### src/rtl/writeback.sv
// MIPS WB stage: load extraction/extension, result select, 32x32 register file
// with WB->ID bypass on two read ports. Optional retire counter: WB_RETIRE_COUNT_EN.
module writeback_rd_port #(
  parameter int WORD_SIZE = 32
) (
  input  logic [4:0]           addr,
  input  logic [WORD_SIZE-1:0] reg_q,
  input  logic                 wb_en,
  input  logic [4:0]           wb_addr,
  input  logic [WORD_SIZE-1:0] wb_data,
  output logic [WORD_SIZE-1:0] data
);
  always_comb begin
    data = reg_q;
    if (addr == 5'd0)                    data = '0;
    else if (wb_en && (addr == wb_addr)) data = wb_data;
  end
endmodule

module writeback #(
  parameter int WORD_SIZE = 32,
  parameter int REG_COUNT = 32
) (
  input  logic                 clk,
  input  logic                 rst,
  input  logic [WORD_SIZE-1:0] alu_data_mem_wb,
  input  logic [WORD_SIZE-1:0] mem_data_mem_wb,
  input  logic                 rd_en_mem_wb,
  input  logic [4:0]           rd_addr_mem_wb,
  input  logic                 rd_data_sel_mem_wb,
  input  logic [1:0]           ld_size_mem_wb,
  input  logic                 ld_signed_mem_wb,
  input  logic [4:0]           rs_addr_id,
  input  logic [4:0]           rt_addr_id,
  output logic [WORD_SIZE-1:0] rs_data_id,
  output logic [WORD_SIZE-1:0] rt_data_id,
`ifdef WB_RETIRE_COUNT_EN
  input  logic                 retire_valid_mem_wb,
  output logic [31:0]          retired_count,
`endif
  output logic                 wb_en,
  output logic [4:0]           wb_addr,
  output logic [WORD_SIZE-1:0] wb_data
);
  localparam int NUM_RD = 2;

  typedef struct packed {
    logic                 en;
    logic [4:0]           addr;
    logic [WORD_SIZE-1:0] data;
  } wb_req_t;

  wb_req_t              wb_req;
  logic [3:0][7:0]      mem_b;
  logic [1:0]           off;
  logic [7:0]           byte_sel;
  logic [15:0]          half_sel;
  logic [WORD_SIZE-1:0] ld_val;

  assign off      = alu_data_mem_wb[1:0];
  assign mem_b    = mem_data_mem_wb;
  assign byte_sel = mem_b[off];
  // off[0] is ignored for halves: misaligned halves read the containing half.
  assign half_sel = off[1] ? mem_data_mem_wb[31:16] : mem_data_mem_wb[15:0];

  always_comb begin
    ld_val = mem_data_mem_wb;
    case (ld_size_mem_wb)
      2'b01:   ld_val = {{(WORD_SIZE-16){ld_signed_mem_wb & half_sel[15]}}, half_sel};
      2'b10:   ld_val = {{(WORD_SIZE-8){ld_signed_mem_wb & byte_sel[7]}}, byte_sel};
      default: ld_val = mem_data_mem_wb;
    endcase
  end

  assign wb_req.en   = rd_en_mem_wb && (rd_addr_mem_wb != 5'd0);
  assign wb_req.addr = rd_addr_mem_wb;
  assign wb_req.data = rd_data_sel_mem_wb ? ld_val : alu_data_mem_wb;

  assign wb_en   = wb_req.en;
  assign wb_addr = wb_req.addr;
  assign wb_data = wb_req.data;

  logic [WORD_SIZE-1:0] regs [REG_COUNT];

  // Reset wins over a write presented in the same cycle.
  always_ff @(posedge clk) begin
    if (rst) begin
      for (int i = 0; i < REG_COUNT; i++) regs[i] <= '0;
    end else if (wb_req.en) begin
      regs[wb_req.addr] <= wb_req.data;
    end
  end

  logic [NUM_RD-1:0][4:0]           rd_addr;
  logic [NUM_RD-1:0][WORD_SIZE-1:0] rd_data;

  assign rd_addr = {rt_addr_id, rs_addr_id};

  for (genvar g = 0; g < NUM_RD; g++) begin : g_rd
    writeback_rd_port #(.WORD_SIZE(WORD_SIZE)) u_rd (
      .addr    (rd_addr[g]),
      .reg_q   (regs[rd_addr[g]]),
      .wb_en   (wb_req.en),
      .wb_addr (wb_req.addr),
      .wb_data (wb_req.data),
      .data    (rd_data[g])
    );
  end

  assign rs_data_id = rd_data[0];
  assign rt_data_id = rd_data[1];

`ifdef WB_RETIRE_COUNT_EN
  always_ff @(posedge clk) begin
    if (rst)                      retired_count <= '0;
    else if (retire_valid_mem_wb) retired_count <= retired_count + 32'd1;
  end
`endif

endmodule

### config.mk
export PLATFORM = sky130hd
export DESIGN_NAME = writeback
export DESIGN_NICKNAME = d
export VERILOG_FILES = /design/src/rtl/writeback.sv
export SDC_FILE = /design/constraint.sdc
export NUM_CORES = 2
export LEC_CHECK = 0
export BUFFER_PORTS_ARGS = -buffer_cell sky130_fd_sc_hd__buf_2
export CAP_MARGIN = 20
export CORE_MARGIN = 8
export CORE_UTILIZATION = 50
export DETAILED_ROUTE_END_ITERATION = 7
export PLACE_DENSITY = 0.66
export SLEW_MARGIN = 0
export SYNTH_ARGS = -nofsm -noshare
export SYNTH_HDL_FRONTEND = slang
export SYNTH_SLANG_ARGS = --single-unit
export TNS_END_PERCENT = 100
### constraint.sdc
create_clock -name clk -period 3.25 [get_ports clk]
set_clock_uncertainty 0.2 [all_clocks]
set_input_delay 0.4875 -clock clk [delete_from_list [all_inputs] [get_ports clk]]
set_output_delay 0.4875 -clock clk [all_outputs]
set_load 0.05 [all_outputs]
# After elaboration in Yosys (flattened, before gate mapping)
# Memories as Yosys holds them, arrays and structs flattened.
# Index checks and enable logic that the tools add are counted.
[classes]
order_cmp = 1
eq_ne = 4
n_mux = 17
n_bitwise = 2
n_reduce_logical = 7
[op_table]
columns = ["op", "n"]
rows = [
  ["$mux W32", 6],
  ["$pmux W32 S2", 1],
  ["$reduce_or A32 Y1", 1],
  ["$bmux W8 S2", 1],
  ["$mux W16", 1],
  ["$eq A5 B5 Y1", 2],
  ["$logic_not A5 Y1", 2],
  ["$mux W8", 1],
  ["$mux W1", 6],
  ["$mux W5", 1],
  ["$reduce_bool A5 Y1", 1],
  ["$logic_and A1 B1 Y1", 3],
  ["$lt A2 B3 Y1 const B", 1],
  ["$and A1 B1 Y1", 2],
  ["$eq A2 B1 Y1 const B", 1],
  ["$eq A2 B2 Y1 const B", 1],
]
[word_totals]
register_bits = 0
mem_bits_rw = 1024
in_bits = 86
mem_count = 1
[memory_table]
columns = ["memory", "depth", "word_bits", "rd", "rd_clocked_by_memory_dff", "write_ports", "line", "source"]
rows = [
  ["regs", 32, 32, 2, 0, 32, "83", "logic [WORD_SIZE-1:0] regs [REG_COUNT];"],
]

# Longest topological paths before layout
[depth]
word_depth = 7
depth_mapped = 12
depth_no_buf = 8

# Modules after synthesis
# From an unflattened synthesis, not the netlist that was laid out.
[unflattened]
hier_cells = 5025
area_unflattened_um2 = 55893.6
[modules_own_cells]
columns = ["module", "instances", "cells_per_inst", "area_per_inst_um2"]
rows = [
  ["writeback", 1, 4779, 54612.4],
  ["writeback_rd_port", 2, 123, 640.6],
]

# Least setup slack after synthesis
# Ideal clock, no wire load.
[synth_timing]
path_kind = "in2out"
startpoint = "input port ld_size_mem_wb[0]"
endpoint = "output port rs_data_id[31]"
t_arrival_ns = 3.070
t_required_ns = 2.562
path_slack_ns = -0.507
stages = 11
path_buffers = 3
cell_sequence = "inv_1 ha_1 buf_2 and2_1 clkbuf_1 o21a_1 o211ai_2 nand2_4 buf_12 o22ai_4 a211oi_1"
[synth_between]
elab_chain_cells = 5
[synth_rtl]
columns = ["item", "line", "source"]
rows = [
  ["from (decl)", "31", "input logic [1:0] ld_size_mem_wb,"],
  ["$eq A2 B2 Y1 or $eq A2 B1 Y1 (tied branches)", "68", "case (ld_size_mem_wb)"],
  ["$pmux W32 S2 (*)", "68", ""],
  ["$mux W32 (*)", "77", "assign wb_req.data = rd_data_sel_mem_wb ? ld_val : alu_data_mem_wb;"],
  ["$mux W32 (*)", "16", "else if (wb_en && (addr == wb_addr)) data = wb_data;"],
  ["$mux W32 (*)", "15", "if (addr == 5'd0) data = '0;"],
  ["to (decl)", "35", "output logic [WORD_SIZE-1:0] rs_data_id,"],
]
# Mark *: on every way between the ends. The rest lies on a longest branch, timed or not.

==> flow_metrics.tcl <==
set metrics [dict create \
    nets 4615 \
    max_stage_delay_ns 0.48 \
    clock-root-buffer "clkbuf_16" \
    grt_max_degree 56 \
    layout_setup_ws_ns -0.140 \
    cts_max_level 3 \
    drive_gt1_share_pct 40.7 \
    final_common_cell "edfxtp_1" \
    wl_mm 191 \
    syn_area_sq_um 54600 \
    antenna_left 0 \
    syn_inst 3923 \
    drt_pass1_iterations 8 \
    numCtsBuffers 108 \
    num_rows 121 \
    slowest_stage "mux4_2" \
    viasPerCell 6.63 \
    grt_pass1_vias 40062 \
    syn-mean-instance-area_sq_um 13.9 \
    cpMostUsedCell "buf_4" \
    min_period_over_period_pct 104 \
    grt_usage_pct 30.8 \
    cp-endpoint "rt_data_id[7]" \
    setup_tns_ns -1.66 \
    num_vias 39917 \
    crit_buf_inv 3 \
    synthSimpleGateAreaFrac_pct 10.4 \
    antenna_found_initial 3 \
    final_util_pct 63.2 \
    grt_setup_unrepaired "true" \
    ys.flop_type "edfxtp_1" \
    hpwl_mm 128 \
    setup-violations-final 28 \
    cts_tree "yes" \
    slew_headroom_pct 56.0 \
    io_pins 188 \
    p_leak_uw 0.0251 \
    max_freq_ghz 0.295 \
    yosysSeqAreaShare_pct 56.3 \
    die_w_um 346 \
    crit_path_start "regs[29][7]" \
    max_slew.worst_pin.slew_ns 0.660 \
    overflow 0 \
    routedWlPerCell_um 31.8 \
    ys_ff_latch 1024 \
    largest_reg_flops 1024 \
    dieArea_sq_um 120000 \
    violations "negative setup slack" \
    die_height_um 346 \
    synth_xor_area_share_pct 0.160 \
    yosysUniqueCellTypes 67 \
    vdd_drop_max_v 0.000615 \
    final_cell_mix "edfxtp_1 (1024), nor2_1 (1012), buf_4 (539)" \
    cap_violations 0 \
    critPathRequiredTime_ns 2.56 \
    largest-register "regs" \
    synth_edf_count 1024 \
    place.port_buffers 187 \
    drc_errors 0 \
    dp_cells 5783 \
    start_kind "register" \
    finalCriticalPeriod_ns 3.39 \
    gp_congestion 0.954 \
    endpoint_kind "output port" \
    cp_top_family "multiplexers" \
    synth_compound_area_share_pct 5.39 \
    hold_viol 0 \
    drv_slew 0 \
    reg.largest.list "regs: 1024 flops" \
    fillers 7845 \
    clk_pin_slew_ns 0.06 \
    path_class "reg -> out" \
    grt_pass1_wl_mm 272 \
    area_delta_synth_final_pct 25.5 \
    yosysWarnings 0 \
    worstPathArrival_ns 2.70 \
    synth_top_family_by_area "multiplexers" \
    critPathMaxFanout 2 \
    hp-class "in -> reg" \
    worst-path-stages 8 \
    synth.mux.area_fraction_pct 22.8 \
    synthAdderAreaFrac_pct 0.0458 \
    power.density_nw_per_um2 508 \
    clock_sinks 1024 \
    stdcell_count 6024 \
    power_uw 34800 \
    drt_iter0_drc 5824 \
    status "complete, but fails checks" \
    core_area_sq_um 109000 \
    critical_path.cell_chain "mux4_2 > mux2i_1 > buf_4 > nor2_4 > a2111oi_4 > buf_4 > a221oi_4 > buf_6" \
    async_flop_share_pct 0 \
    clockBufferDepth 3 \
    hold_buffers 0 \
    initial_utilization_pct 50.3 \
]
==> kinds of logic (layout without fill, tap and decap cells) <==
group           Yosys count  in the layout
compound gates          372            372
xor+xnor                 10             10
flops                  1024           1024
fa+ha+maj                 2              2
other cells               1             33
mux                     669            669
simple gates           1373           1374
buf+inv                 472           1126
==> timing repair <==
item | CTS | global route
endpoints found under the setup margin | 65 | 70
endpoints found under the hold margin | 0 | 0
setup buffers | 42 | 23
pin swaps | 104 | 85
gates resized for setup | 358 | 169
gates cloned | 4 | 6
==> synth_stat cells, types with 34 or more instances <==
library cell | count | share of area [%]
buf_2 | 127 | 1.2
o22ai_1 | 56 | 0.64
nor2b_1 | 34 | 0.39
edfxtp_1 | 1024 | 56
buf_4 | 75 | 1.0
nor2_1 | 1026 | 7.1
mux4_2 | 458 | 19
nand2b_1 | 40 | 0.46
inv_1 | 42 | 0.29
buf_6 | 47 | 0.97
nor3_1 | 61 | 0.56
a211oi_1 | 85 | 1.2
clkbuf_1 | 165 | 1.1
mux2i_1 | 195 | 3.6
a22oi_1 | 97 | 1.3
nand2_1 | 119 | 0.82
==> final cells by class <==
cell class	count	area, sq um	share of cell area [%]
Inverter	43	161	0.235
Timing Repair Buffer	891	8810	12.9
Antenna cell	1	2.50	0.00365
Multi-Input combinational cell	2459	23700	34.6
Tap cell	1414	1770	2.58
Clock inverter	61	520	0.759
Clock buffer	131	2830	4.13
Sequential cell	1024	30700	44.9
==> how the worst min path moves through the flow <==
stage / from / to / slack (ns) / cells past startpoint
floorplan: alu_data_mem_wb[29] / regs[5][29] / 0.56 / 2
global placement: mem_data_mem_wb[3] / regs[25][3] / 0.82 / 4
detailed placement: mem_data_mem_wb[3] / regs[31][3] / 0.83 / 4
CTS: mem_data_mem_wb[3] / regs[24][3] / 0.10 / 4
global route: mem_data_mem_wb[3] / regs[24][3] / 0.13 / 4
finish: mem_data_mem_wb[3] / regs[24][3] / 0.13 / 4
==> metrics by stage <==
| step | area, sq um | hold slack [ns] | worst slack (ns) |
|---|---|---|---|
| after global routing | 68600 | 0.126 | -0.259 |
| after floorplan | 55100 | 0.564 | -0.449 |
| after global placement | 62200 | 0.821 | -0.466 |
| after detailed placement | 62200 | 0.829 | -0.489 |
| final | 68600 | 0.132 | -0.140 |
| after CTS | 67500 | 0.103 | -0.189 |
==> power breakdown <==
group	leakage (uW)	internal, uW	switching, uW
combinational	0.0137	3060	4100
clock	0.00163	6790	5220
sequential	0.00975	15300	382
total	0.0251	25100	9700
==> routing by layer <==
layer	share of wire (%)	GRT usage [%]	vias to the layer above	wire length [um]
li1	-	-	16177	-
met1	35	39.9	20201	66700
met2	47	49.0	2957	90500
met3	11	6.19	578	21900
met4	6.4	16.6	4	12200
met5	0.067	0	-	129
(Power assumes the default switching activity.)
